[src/rtl/cp0_intc_if.sv]
// Pipeline-side bundle for the coprocessor-0 / interrupt controller.
// The pipeline (master) drives MEM-stage requests; cp0_intc (slave) answers with data and redirects.
interface cp0_intc_if #(
    parameter int unsigned N_INT = 2
);
    logic [N_INT-1:0] irq_in;
    logic             stall;
    logic [1:0]       operation;
    logic [4:0]       read_addr;
    logic [31:0]      read_data;
    logic [4:0]       write_addr;
    logic [31:0]      write_data;
    logic             undefined;
    logic             overflow;
    logic             out_of_range;
    logic [31:0]      epc_in;
    logic             flush;
    logic             jump_en;
    logic [31:0]      jump_addr;
    logic [N_INT-1:0] int_pending;
    logic             in_handler;

    modport master (
        output irq_in, stall, operation, read_addr, write_addr, write_data,
               undefined, overflow, out_of_range, epc_in,
        input  read_data, flush, jump_en, jump_addr, int_pending, in_handler
    );

    modport slave (
        input  irq_in, stall, operation, read_addr, write_addr, write_data,
               undefined, overflow, out_of_range, epc_in,
        output read_data, flush, jump_en, jump_addr, int_pending, in_handler
    );
endinterface

[src/rtl/cp0_intc.sv]
// Coprocessor-0 with vectored interrupt controller: Status/Cause/EPC, exception/eret/interrupt
// selection and pipeline flush / PC redirect for the MEM stage of the 5-stage pipeline.
module cp0_intc #(
    parameter int unsigned N_INT           = 2,
    parameter int unsigned SYNC_STAGES     = 2,
    parameter logic [31:0] EXC_VECTOR      = 32'h0000_0008,
    parameter logic [31:0] INT_VECTOR_BASE = 32'h0000_000C,
    parameter int unsigned VEC_STRIDE      = 4
) (
    input  logic      clk,
    input  logic      reset,
    cp0_intc_if.slave bus
);

    typedef enum logic [1:0] {
        OP_NONE = 2'b00,
        OP_MFC0 = 2'b01,
        OP_MTC0 = 2'b10,
        OP_ERET = 2'b11
    } cp0_op_e;

    typedef enum logic [1:0] {
        EV_NONE,
        EV_EXC,
        EV_ERET,
        EV_INT
    } event_e;

    localparam logic [4:0] REG_STATUS = 5'd12;
    localparam logic [4:0] REG_CAUSE  = 5'd13;
    localparam logic [4:0] REG_EPC    = 5'd14;

    localparam logic [4:0] EXC_INT  = 5'd0;
    localparam logic [4:0] EXC_ADEL = 5'd4;
    localparam logic [4:0] EXC_RI   = 5'd10;
    localparam logic [4:0] EXC_OV   = 5'd12;

    logic [SYNC_STAGES-1:0][N_INT-1:0] sync_q;
    logic [N_INT-1:0]                  hist_q;
    logic [N_INT-1:0]                  rise;

    logic             ie_q;
    logic             exl_q;
    logic [N_INT-1:0] im_q;
    logic [N_INT-1:0] ip_q;
    logic [4:0]       exc_code_q;
    logic [31:0]      epc_q;

    cp0_op_e          op;
    event_e           ev;
    logic             exc_req;
    logic [4:0]       exc_code_sel;
    logic [N_INT-1:0] pend;
    logic [N_INT-1:0] take_mask;
    logic [2:0]       chan;
    logic [31:0]      int_vector;
    logic             wr_en;
    logic             wr_status;
    logic             wr_cause;
    logic             wr_epc;
    logic [N_INT-1:0] cause_keep;
    logic [N_INT-1:0] taken_clr;
    logic [N_INT-1:0] ip_next;
    logic [31:0]      status_word;
    logic [31:0]      cause_word;

    assign op = cp0_op_e'(bus.operation);

    // Synchroniser chain plus one history flop per line; a rise is sync=1 while history=0.
    always_ff @(posedge clk) begin
        if (reset) begin
            sync_q <= '0;
            hist_q <= '0;
        end else begin
            if (SYNC_STAGES > 1) begin
                sync_q <= {sync_q[SYNC_STAGES-2:0], bus.irq_in};
            end else begin
                sync_q <= bus.irq_in;
            end
            hist_q <= sync_q[SYNC_STAGES-1];
        end
    end

    assign rise = sync_q[SYNC_STAGES-1] & ~hist_q;

    assign exc_req = bus.undefined | bus.overflow | bus.out_of_range;
    assign pend    = ip_q & im_q;

    // Isolate the lowest pending channel; two's-complement trick keeps only the least significant 1.
    assign take_mask = pend & (~pend + N_INT'(1));

    always_comb begin
        chan = '0;
        for (int unsigned i = 0; i < N_INT; i++) begin
            if (take_mask[i]) begin
                chan = 3'(i);
            end
        end
    end

    assign int_vector = INT_VECTOR_BASE + 32'(VEC_STRIDE) * {29'd0, chan};

    always_comb begin
        exc_code_sel = EXC_ADEL;
        if (bus.undefined) begin
            exc_code_sel = EXC_RI;
        end else if (bus.overflow) begin
            exc_code_sel = EXC_OV;
        end
    end

    // One event per cycle, exception > eret > interrupt; reset and stall suppress all of them.
    always_comb begin
        ev = EV_NONE;
        if (!reset && !bus.stall) begin
            if (exc_req) begin
                ev = EV_EXC;
            end else if (op == OP_ERET) begin
                ev = EV_ERET;
            end else if (ie_q && !exl_q && (pend != '0)) begin
                ev = EV_INT;
            end
        end
    end

    always_comb begin
        bus.flush     = 1'b0;
        bus.jump_en   = 1'b0;
        bus.jump_addr = '0;
        case (ev)
            EV_EXC: begin
                bus.flush     = 1'b1;
                bus.jump_en   = 1'b1;
                bus.jump_addr = EXC_VECTOR;
            end
            EV_ERET: begin
                bus.flush     = 1'b1;
                bus.jump_en   = 1'b1;
                bus.jump_addr = epc_q;
            end
            EV_INT: begin
                bus.flush     = 1'b1;
                bus.jump_en   = 1'b1;
                bus.jump_addr = int_vector;
            end
            default: begin
                bus.flush     = 1'b0;
                bus.jump_en   = 1'b0;
                bus.jump_addr = '0;
            end
        endcase
    end

    always_comb begin
        status_word              = '0;
        status_word[0]           = ie_q;
        status_word[1]           = exl_q;
        status_word[8 +: N_INT]  = im_q;
        cause_word               = '0;
        cause_word[6:2]          = exc_code_q;
        cause_word[8 +: N_INT]   = ip_q;
    end

    always_comb begin
        bus.read_data = '0;
        if (!reset && op == OP_MFC0) begin
            case (bus.read_addr)
                REG_STATUS: bus.read_data = status_word;
                REG_CAUSE:  bus.read_data = cause_word;
                REG_EPC:    bus.read_data = epc_q;
                default:    bus.read_data = '0;
            endcase
        end
    end

    // mtc0 still commits alongside a taken interrupt; only an exception in MEM squashes it.
    assign wr_en     = !reset && !bus.stall && (op == OP_MTC0) && !exc_req;
    assign wr_status = wr_en && (bus.write_addr == REG_STATUS);
    assign wr_cause  = wr_en && (bus.write_addr == REG_CAUSE);
    assign wr_epc    = wr_en && (bus.write_addr == REG_EPC);

    // Software may only clear IP; the trap acknowledges its channel; a fresh edge always wins.
    assign cause_keep = wr_cause ? bus.write_data[8 +: N_INT] : '1;
    assign taken_clr  = (ev == EV_INT) ? take_mask : '0;
    assign ip_next    = ((ip_q & cause_keep) & ~taken_clr) | rise;

    // Trap updates follow the mtc0 writes so they take precedence on shared fields.
    always_ff @(posedge clk) begin
        if (reset) begin
            ie_q       <= 1'b0;
            exl_q      <= 1'b0;
            im_q       <= '0;
            ip_q       <= '0;
            exc_code_q <= '0;
            epc_q      <= '0;
        end else begin
            if (wr_status) begin
                ie_q  <= bus.write_data[0];
                exl_q <= bus.write_data[1];
                im_q  <= bus.write_data[8 +: N_INT];
            end
            if (wr_epc) begin
                epc_q <= bus.write_data;
            end
            case (ev)
                EV_EXC: begin
                    exc_code_q <= exc_code_sel;
                    exl_q      <= 1'b1;
                    if (!exl_q) begin
                        epc_q <= bus.epc_in;
                    end
                end
                EV_ERET: begin
                    exl_q <= 1'b0;
                end
                EV_INT: begin
                    exc_code_q <= EXC_INT;
                    exl_q      <= 1'b1;
                    epc_q      <= bus.epc_in;
                end
                default: begin
                end
            endcase
            ip_q <= ip_next;
        end
    end

    assign bus.int_pending = ip_q;
    assign bus.in_handler  = exl_q;

endmodule

[src/flat_wrapper.sv]
// flat-port wrapper written by rule: the top's interface ports become plain ports
module cp0_intc_flat 
#(
    parameter int unsigned N_INT           = 2,
    parameter int unsigned SYNC_STAGES     = 2,
    parameter logic [31:0] EXC_VECTOR      = 32'h0000_0008,
    parameter logic [31:0] INT_VECTOR_BASE = 32'h0000_000C,
    parameter int unsigned VEC_STRIDE      = 4
)
  (clk, reset, bus_irq_in, bus_stall, bus_operation, bus_read_addr, bus_write_addr, bus_write_data, bus_undefined, bus_overflow, bus_out_of_range, bus_epc_in, bus_read_data, bus_flush, bus_jump_en, bus_jump_addr, bus_int_pending, bus_in_handler);
  cp0_intc_if #(.N_INT(N_INT)) bus_i ();
  input  logic clk;
  input  logic reset;
  input wire logic [$bits(bus_i.irq_in)-1:0] bus_irq_in;
  input wire logic [$bits(bus_i.stall)-1:0] bus_stall;
  input wire logic [$bits(bus_i.operation)-1:0] bus_operation;
  input wire logic [$bits(bus_i.read_addr)-1:0] bus_read_addr;
  input wire logic [$bits(bus_i.write_addr)-1:0] bus_write_addr;
  input wire logic [$bits(bus_i.write_data)-1:0] bus_write_data;
  input wire logic [$bits(bus_i.undefined)-1:0] bus_undefined;
  input wire logic [$bits(bus_i.overflow)-1:0] bus_overflow;
  input wire logic [$bits(bus_i.out_of_range)-1:0] bus_out_of_range;
  input wire logic [$bits(bus_i.epc_in)-1:0] bus_epc_in;
  output wire logic [$bits(bus_i.read_data)-1:0] bus_read_data;
  output wire logic [$bits(bus_i.flush)-1:0] bus_flush;
  output wire logic [$bits(bus_i.jump_en)-1:0] bus_jump_en;
  output wire logic [$bits(bus_i.jump_addr)-1:0] bus_jump_addr;
  output wire logic [$bits(bus_i.int_pending)-1:0] bus_int_pending;
  output wire logic [$bits(bus_i.in_handler)-1:0] bus_in_handler;
  assign bus_i.irq_in = bus_irq_in;
  assign bus_i.stall = bus_stall;
  assign bus_i.operation = bus_operation;
  assign bus_i.read_addr = bus_read_addr;
  assign bus_i.write_addr = bus_write_addr;
  assign bus_i.write_data = bus_write_data;
  assign bus_i.undefined = bus_undefined;
  assign bus_i.overflow = bus_overflow;
  assign bus_i.out_of_range = bus_out_of_range;
  assign bus_i.epc_in = bus_epc_in;
  assign bus_read_data = bus_i.read_data;
  assign bus_flush = bus_i.flush;
  assign bus_jump_en = bus_i.jump_en;
  assign bus_jump_addr = bus_i.jump_addr;
  assign bus_int_pending = bus_i.int_pending;
  assign bus_in_handler = bus_i.in_handler;
  cp0_intc #(.N_INT(N_INT), .SYNC_STAGES(SYNC_STAGES), .EXC_VECTOR(EXC_VECTOR), .INT_VECTOR_BASE(INT_VECTOR_BASE), .VEC_STRIDE(VEC_STRIDE)) u_core (.clk(clk), .reset(reset), .bus(bus_i));
endmodule
[config.mk]
export PLATFORM = sky130hd
export DESIGN_NAME = cp0_intc_flat
export DESIGN_NICKNAME = d
export VERILOG_FILES = /design/src/rtl/cp0_intc_if.sv /design/src/rtl/cp0_intc.sv /design/src/flat_wrapper.sv
export SDC_FILE = /design/constraint.sdc
export NUM_CORES = 1
export LEC_CHECK = 0
export ABC_CLOCK_PERIOD_IN_PS = 1920
export BUFFER_PORTS_ARGS = -buffer_cell sky130_fd_sc_hd__clkbuf_2
export CAP_MARGIN = 20
export CORE_MARGIN = 2
export CORE_UTILIZATION = 28
export CTS_BUF_LIST = sky130_fd_sc_hd__clkbuf_4 sky130_fd_sc_hd__clkbuf_8
export DETAILED_ROUTE_END_ITERATION = 7
export GPL_ROUTABILITY_DRIVEN = 0
export GPL_TIMING_DRIVEN = 0
export SETUP_SLACK_MARGIN = 0.4
export SYNTH_ARGS = -nofsm -noshare
export SYNTH_HDL_FRONTEND = slang
export SYNTH_SLANG_ARGS = --single-unit
[constraint.sdc]
create_clock -name clk -period 1.92 [get_ports clk]
set_input_delay 0.192 -clock clk [delete_from_list [all_inputs] [get_ports clk]]
set_output_delay 0.192 -clock clk [all_outputs]
set_load 0.02 [all_outputs]
Word level (Yosys, flattened, before mapping)
Index checks and enable logic that the tools add are counted.

word-level totals
  output and inout bits = 69
  bits of input ports = 84
  register bits after elaboration = 49

cells by class
  $add $sub $neg = 2
  multiplexer cells = 19
  eq/ne operators = 12
  bitwise operators = 11
  reduce and logical (&&, ||, !) cells = 18

operator list
  kind                   number
  $pmux W32 S3           2
  $mux W32               3
  $pmux W32 S2           1
  $eq A5 B4 Y1 const B   6
  $mux W2                6
  $and A2 B2 Y2          5
  $pmux W5 S2            1
  $logic_and A1 B1 Y1    9
  $eq A2 B2 Y1 const B   4
  $not A2 Y2             3
  $add A4 B3 Y5 const A  1
  $mux W5                1
  $eq A2 B1 Y1 const B   2
  $logic_not A1 Y1       4
  $mux W4                1
  $reduce_bool A2 Y1     2
  $mux W1                3
  $reduce_bool A3 Y1     1
  $reduce_or A3 Y1       1
  $add A2 B1 Y2 const B  1
  $or A1 B1 Y1           2
  $or A2 B2 Y2           1
  $pmux W1 S2            1
  $reduce_or A2 Y1       1

Longest topological paths before layout
Gate-level depths: netlist (run 1).

  depth after elaboration = 12
  gate-level depth with buffers = 7
  gate-level depth less buffers = 4

Worst setup path before layout (run 1)
Ideal clock, no wire load.

  kind = in2out
  from = in reset
  to = out bus_jump_en
  setup slack = 0.145 ns
  stages = 6
  path buffers = 4
  required time = 1.728 ns
  arrival time = 1.583 ns
  path through = clkbuf_1 or2_1 buf_2 clkbuf_1 a31oi_1 buf_4

between the ends
  word-level cells in the longest chain between the ends = 6

ends and longest elaborated chain
  element                                       RTL line            RTL
  from (decl)                                   flat_wrapper.sv:13  input logic reset;
  $logic_not A1 Y1 (*)                          cp0_intc.sv:115     if (!reset && !bus.stall) begin
  $logic_and A1 B1 Y1 (*)                       cp0_intc.sv:115
  $mux W2 (*)                                   cp0_intc.sv:115
  $eq A2 B2 Y1 or $eq A2 B1 Y1 (tied branches)  n/a
  $reduce_or A3 Y1 (no source line) (*)         n/a
  $mux W1 (*)                                   n/a
  to (decl)                                     flat_wrapper.sv:26  output wire logic [$bits(bus_i.jump_en)-1:0] bus_jump_en;

Mark *: on every way between the ends. The rest lies on a longest branch, timed or not.

Worst setup path after layout (run 1)
  from = in reset
  to = out bus_jump_addr[16]

between the ends
  word-level cells in the longest chain between the ends = 5

ends and longest elaborated chain
  element                                       RTL line            RTL
  $logic_not A1 Y1 (*)                          cp0_intc.sv:115
  $logic_and A1 B1 Y1 (*)                       cp0_intc.sv:115
  $mux W2 (*)                                   cp0_intc.sv:115
  $eq A2 B2 Y1 or $eq A2 B1 Y1 (tied branches)  cp0_intc.sv:130     case (ev)
  $pmux W32 S3 (*)                              cp0_intc.sv:130
  to (decl)                                     flat_wrapper.sv:27  output wire logic [$bits(bus_i.jump_addr)-1:0] bus_jump_addr;

Marked as above.

==> flow_metrics.env, run 1 <==
export IMPL_clkTransAtPathRegs_ps=90
export IMPL_yosysSeqAreaShare=0.344
export IMPL_setup_viol=0
export IMPL_clockRootBuffer="clkbuf_8"
export IMPL_startpoint_type="input pin"
export IMPL_fin_crit_sh=0.935
export IMPL_r2r_cells=7
export IMPL_synth_area_um2=2740
export IMPL_via_count=3461
export IMPL_clkLatencyLatePin_ps=300
export IMPL_power_density_nw_per_um2=399
export IMPL_slew_violations=0
export IMPL_rsz0062_at_grt="true"
export IMPL_netlist_cell_type_count=42
export IMPL_ios=153
export IMPL_hold_viol_final=0
export IMPL_antenna_found_initial=0
export IMPL_ant_nets=0
export IMPL_crit_slowest_cell="or2_4"
export IMPL_overflow=0
export IMPL_synth_seq_cells=47
export IMPL_met2_usage=0.394
export IMPL_cts_buffer_depth=2
export IMPL_worst_slew_pin_slew_ps=665
export IMPL_synth_simple_area_share=0.390
export IMPL_post_dp_cell_area_um2=3840
export IMPL_max_freq_mhz=557
export IMPL_nNetsFinal=642
export IMPL_layout_commonest_cell="clkbuf_2"
export IMPL_rows=36
export IMPL_initial_core_util=0.284
export IMPL_ctsHoldBuffers=0
export IMPL_cts_sinks=47
export IMPL_top_usage_layer="met2"
export IMPL_whs_path_depth=2
export IMPL_cts_buffers=5
export IMPL_design_area_um2=5630
export IMPL_async_reset_ff_frac=0
export IMPL_finalPower_mw=2.25
export IMPL_r2r_slack_ps=200
export IMPL_period_needed_ps=1790
export IMPL_port_buffers=152
export IMPL_antennaDiodeCount=0
export IMPL_synth_adder_area_share=0
export IMPL_synth_top_family_by_area="simple AND/OR/NAND/NOR gates"
export IMPL_p_comb_frac=0.238
export IMPL_routed_wl_um=12000
export IMPL_h_tree_depth=2
export IMPL_dp_slack_ps=-246
export IMPL_drt_iter0_drc=104
export IMPL_power_leakage_nw=2.35
export IMPL_setup_ws_ps=125
export IMPL_die_y_um=103
export IMPL_first_global_vias=3488
export IMPL_max_stage_delay_ps=240
export IMPL_fillers=849
export IMPL_coreArea_um2=9640
export IMPL_grt_max_degree=14
export IMPL_end_kind="output pin"
export IMPL_swShare=0.288
export IMPL_worst_clock_skew_ps=4.42
export IMPL_cts_tree="built"
export IMPL_synthCells=348
export IMPL_grt_first_pass_wirelength_um=17900
export IMPL_p_seq_frac=0.480
export IMPL_drive_above_1_share=0.633
export IMPL_worstPathCellList="buf_6, buf_8, or2_4, buf_6, nand2b_4, nor2_4, buf_12, clkbuf_16, and2_4, buf_8"
export IMPL_holdPathEnd="u_core.sync_q[0]$_SDFF_PP0_"
export IMPL_area_delta_synth_final_pct=106
export IMPL_synth_xor_area_frac=0
export IMPL_ys_flop_type="dfxtp_1"
export IMPL_synth_fp_nets=432
export IMPL_min_from="bus_irq_in[0]"
export IMPL_use_met3=0.0427
export IMPL_yosysWarnings=0
export IMPL_p_clk_frac=0.282
export IMPL_crit_arrival_ps=1600
export IMPL_met1_usage=0.277
export IMPL_synth_compound_area_frac=0.180
export IMPL_switchingPower_uw=647
export IMPL_setup_worst_path_class="input pin to output pin"
export IMPL_grt_total_usage=0.221
export IMPL_hold_path_class="input pin to register"
export IMPL_via_per_inst=5.00
export IMPL_p_int_mw=1.60
export IMPL_synth_mux_area_frac=0.0188
export IMPL_final_cell_mix="86 x clkbuf_2, 58 x nand2_1, 53 x and2_4"
export IMPL_ir_drop_uv=310
export IMPL_slew_headroom=0.556
export IMPL_synth_edf_count=0
export IMPL_wl_per_cell_um=17.4
export IMPL_critPathMaxFanout=7
export IMPL_final_util=0.584
export IMPL_worst_hold_slack_ps=99.1
export IMPL_remaining_drc_errors=0
export IMPL_r2r_start="u_core.bus.int_pending[0]$_SDFF_PP0_"
export IMPL_die_area_um2=10600
export IMPL_dieWidth_um=103
export IMPL_r2r_end="u_core.epc_q[22]$_SDFF_PP0_"
export IMPL_place_hpwl_um=7670
export IMPL_crit_required_ps=1730
export IMPL_cap_violations=0
export IMPL_drt_pass1_iterations=4
export IMPL_syn_avg_cell_area_um2=7.86
export IMPL_status="finished, final reports clean"
==> timing repair <==
action | CTS | global route
pin swaps | 81 | 21
setup endpoints to repair | 100 | 99
gates resized for setup | 243 | 78
buffers inserted | 32 | 6
gates cloned | 13 | 0
==> cell families (layout without fill, tap and decap cells) <==
group,count (synthesis),count (layout)
muxes,5,5
DFF,47,47
AOI/OAI and AO/OA,62,62
buffers and inverters,34,245
and+or+nand+nor,200,200
==> layout make-up <==
class                      instances  area, um2  area share
buffer                            29        380      0.0676
clock buffer                       7       83.8      0.0149
clock inverter                     1       5.00    0.000889
inverter                           5       23.8     0.00423
multi-input combinational        267       2050       0.364
sequential                        47        958       0.170
tap                              133        166      0.0296
timing repair buffer             203       1960       0.349
==> sequential cells by signal (all words and copies together), names as in the netlist <==
register                count
u_core.bus.int_pending      2
u_core.hist_q               2
u_core.ie_q                 1
u_core.epc_q               32
u_core.sync_q               4
u_core.bus.in_handler       1
u_core.exc_code_q           3
u_core.im_q                 2
==> cell usage after synthesis (all sizes together) (3+ instances only) <==
cell type   n  share of area
inv         5         0.0069
nor2       11          0.015
dfxtp      47           0.34
a31oi       4         0.0091
a21oi       5         0.0091
a311oi     32           0.10
and2       55           0.13
a22oi       7          0.019
mux2i       4          0.015
or3         4          0.013
nand2      71          0.097
nor2b       7          0.016
nand2b      3         0.0069
clkbuf     16          0.022
buf        13          0.038
o21ai       4         0.0073
nor3       33          0.060
==> layer usage <==
metal	vias to the layer above	routed length, um
li1	1659	-
met3	14	630
met5	-	0
met2	119	6140
met4	0	137
met1	1669	5120
==> power groups by stage <==
stage          registers, mW  clock network, mW  logic [mW]
6_report                1.08              0.633       0.536
5_1_grt                 1.08              0.684       0.569
4_1_cts                 1.08              0.653       0.486
3_5_place_dp            1.10                  0       0.328
3_3_place_gp            1.10                  0       0.324
2_1_floorplan           1.09                  0       0.166
==> worst max-delay path by stage <==
stage / cells after the start / end / from / slack, ps
final: 10 / bus_jump_addr[16] / reset / 130
after detailed placement: 8 / bus_jump_en / reset / -250
after floorplan: 6 / u_core.epc_q[10]$_SDFF_PP0_ / bus_write_addr[4] / 270
after global routing: 10 / bus_jump_addr[9] / reset / 70
after CTS: 10 / bus_jump_addr[9] / reset / 100
after global placement: 8 / bus_jump_en / reset / -220
==> critical path, delay by kind of cell <==
kind	cells	cell delay, ps
AND/OR/NAND/NOR	4	670
buffers and inverters	6	730
==> stage by stage <==
stage,std cells,setup TNS [ps]
finish,692,0
floorplan,348,0
CTS,686,0
global placement,633,-10350
detailed placement,633,-12240
global route,692,0
Power figures use the tool's default switching activity.
==> inputs of run 2 (changes only) <==
--- a/config.mk
+++ b/config.mk
@@ -9,11 +9,12 @@
 export BUFFER_PORTS_ARGS = -buffer_cell sky130_fd_sc_hd__clkbuf_2
 export CAP_MARGIN = 20
 export CORE_MARGIN = 2
-export CORE_UTILIZATION = 28
+export CORE_UTILIZATION = 46
 export CTS_BUF_LIST = sky130_fd_sc_hd__clkbuf_4 sky130_fd_sc_hd__clkbuf_8
 export DETAILED_ROUTE_END_ITERATION = 7
 export GPL_ROUTABILITY_DRIVEN = 0
 export GPL_TIMING_DRIVEN = 0
+export PLACE_DENSITY = 0.87
 export SETUP_SLACK_MARGIN = 0.4
 export SYNTH_ARGS = -nofsm -noshare
 export SYNTH_HDL_FRONTEND = slang
==> run 2 against run 1 <==
Compared with the run above: the run now ends with setup timing left; combinational power increased by 16%; maximum frequency shrank 15%; total power is 5.7% higher; routed wire length is 51% higher; critical path type is now register to register; highest routed layer unchanged; cell area barely moved; non-clock buffer count shrank 2; largest cell class unchanged; register-to-register slack lost 400 ps; core utilization grew 38 points; via count increased by 28%; worst hold slack worse by 3.6 ps; clock skew rose by 9.6 ps; global-route usage up 20 points.
==> flow_metrics.env, run 2 (same netlist as run 1, synthesis figures left out) <==
export IMPL_largest_register_ffs=32
export IMPL_antenna_found_initial=0
export IMPL_crit_required_ps=2100
export IMPL_area_delta_synth_final_pct=106
export IMPL_slew_headroom=0.445
export IMPL_grt_total_usage=0.425
export IMPL_die_area_um2=6580
export IMPL_slew_violations=0
export IMPL_r2r_start="u_core.ie_q$_SDFFE_PP0P_"
export IMPL_ir_drop_uv=378
export IMPL_setup_ws_ps=-196
export IMPL_crit_slowest_cell="nor3_1"
export IMPL_dp_slack_ps=-146
export IMPL_power_leakage_nw=2.34
export IMPL_crit_arrival_ps=2290
export IMPL_ios=153
export IMPL_rows=28
export IMPL_drt_pass1_iterations=5
export IMPL_largestRegisters="u_core.epc_q (32), u_core.sync_q (4), u_core.exc_code_q (3)"
export IMPL_remaining_drc_errors=0
export IMPL_crit_start="u_core.ie_q$_SDFFE_PP0P_"
export IMPL_min_from="bus_irq_in[0]"
export IMPL_worst_clock_skew_ps=14.1
export IMPL_drt_iter0_drc=653
export IMPL_clockRootBuffer="clkbuf_8"
export IMPL_critPathMaxFanout=5
export IMPL_max_stage_delay_ps=550
export IMPL_clkTransAtPathRegs_ps=100
export IMPL_layout_commonest_cell="clkbuf_2"
export IMPL_cts_tree="built"
export IMPL_antennaDiodeCount=0
export IMPL_rsz0062_at_grt="true"
export IMPL_setup_worst_path_class="register to register"
export IMPL_final_cell_mix="86 x clkbuf_2, 62 x nand2_1, 53 x and2_4"
export IMPL_wl_per_cell_um=28.8
export IMPL_grt_first_pass_wirelength_um=21100
export IMPL_power_density_nw_per_um2=422
export IMPL_critPathMostFrequentCell="buf_6"
export IMPL_worst_slew_pin_slew_ps=832
export IMPL_startpoint_type="register"
export IMPL_nNetsFinal=640
export IMPL_routed_wl_um=18200
export IMPL_first_global_vias=3957
export IMPL_setup_viol=1
export IMPL_initial_core_util=0.470
export IMPL_dieWidth_um=81.1
export IMPL_design_area_um2=5630
export IMPL_status="complete, but fails checks"
export IMPL_cts_buffers=5
export IMPL_max_freq_mhz=473
export IMPL_worstPathCellList="nor2b_4, buf_6, a32oi_4, buf_6, buf_6, clkbuf_16, nor3_1, a311oi_2"
export IMPL_fin_crit_sh=1.10
export IMPL_overflow=0
export IMPL_die_y_um=81.1
export IMPL_hold_path_class="input pin to register"
export IMPL_post_dp_cell_area_um2=3770
export IMPL_drive_above_1_share=0.678
export IMPL_via_per_inst=7.00
export IMPL_violations="setup timing"
export IMPL_cts_sinks=47
export IMPL_period_needed_ps=2120
export IMPL_hold_viol_final=0
export IMPL_via_count=4416
export IMPL_cap_violations=0
export IMPL_place_hpwl_um=6700
export IMPL_grt_max_degree=14
export IMPL_max_flop_register="u_core.epc_q"
export IMPL_end_kind="register"
export IMPL_clkLatencyLatePin_ps=310
export IMPL_port_buffers=152
export IMPL_coreArea_um2=5820
export IMPL_ant_nets=0
export IMPL_h_tree_depth=2
export IMPL_cts_buffer_depth=2
## run 2: path summary, 6_finish.rpt
check	endpoint	depth (start not counted)	slack, ps
setup / recovery	u_core.epc_q[6]$_SDFF_PP0_	8	-200
hold / removal	u_core.sync_q[0]$_SDFF_PP0_	2	100
setup reg to reg	u_core.epc_q[6]$_SDFF_PP0_	8	-200
hold reg to reg	u_core.sync_q[2]$_SDFF_PP0_	1	470
## run 2: worst max-delay path: cells and delay by family, from the launching register on
| family | cells | cell delay [ps] |
|---|---|---|
| buffers and inverters | 4 | 610 |
| AO/OA/AOI/OAI | 2 | 240 |
| flip-flops | 1 | 350 |
| AND/OR/NAND/NOR | 2 | 780 |
## run 2: layer usage
metal	vias up	wire, um	global-route usage
met5	-	0	0
met4	0	1710	0.286
met1	2016	5820	0.492
li1	1656	-	-
met3	196	2440	0.132
met2	548	8190	0.674
## run 2: cell type report
class | instances | area (um2)
plain buffers | 29 | 370
clock buffers | 6 | 82.6
clock inverters | 1 | 5.00
fillers | 102 | 184
inverters | 5 | 18.8
multi-input cells | 267 | 2210
flip-flops and latches | 47 | 961
well taps | 75 | 93.8
repair buffers | 201 | 1890
## run 2: what timing repair did
item | CTS | global route
setup endpoints to repair | 99 | 104
resized for setup | 241 | 111
pin swaps | 87 | 19
cloned | 13 | 0
hold buffers | 0 | 0
buffers inserted | 27 | 9
## run 2: report_power, final
| group | internal [mW] | switching, mW | total [mW] |
|---|---|---|---|
| sequential | 1.03 | 0.0659 | 1.09 |
| clock | 0.284 | 0.373 | 0.657 |
| combinational | 0.297 | 0.327 | 0.624 |
| total | 1.61 | 0.766 | 2.37 |
## run 2: stage by stage
step / hold WS (ps) / total power [mW] / util / std cells / setup TNS [ps]
after floorplan: 320 / 1.25 / - / 348 / 0
after CTS: 98.2 / 2.18 / 0.897 / 622 / 0
final: 95.5 / 2.37 / 0.968 / 631 / -196
after detailed placement: 405 / 1.42 / 0.648 / 575 / -6500
after global placement: 390 / 1.41 / 0.648 / 575 / -5850
after global routing: 117 / 2.42 / 0.968 / 631 / -258
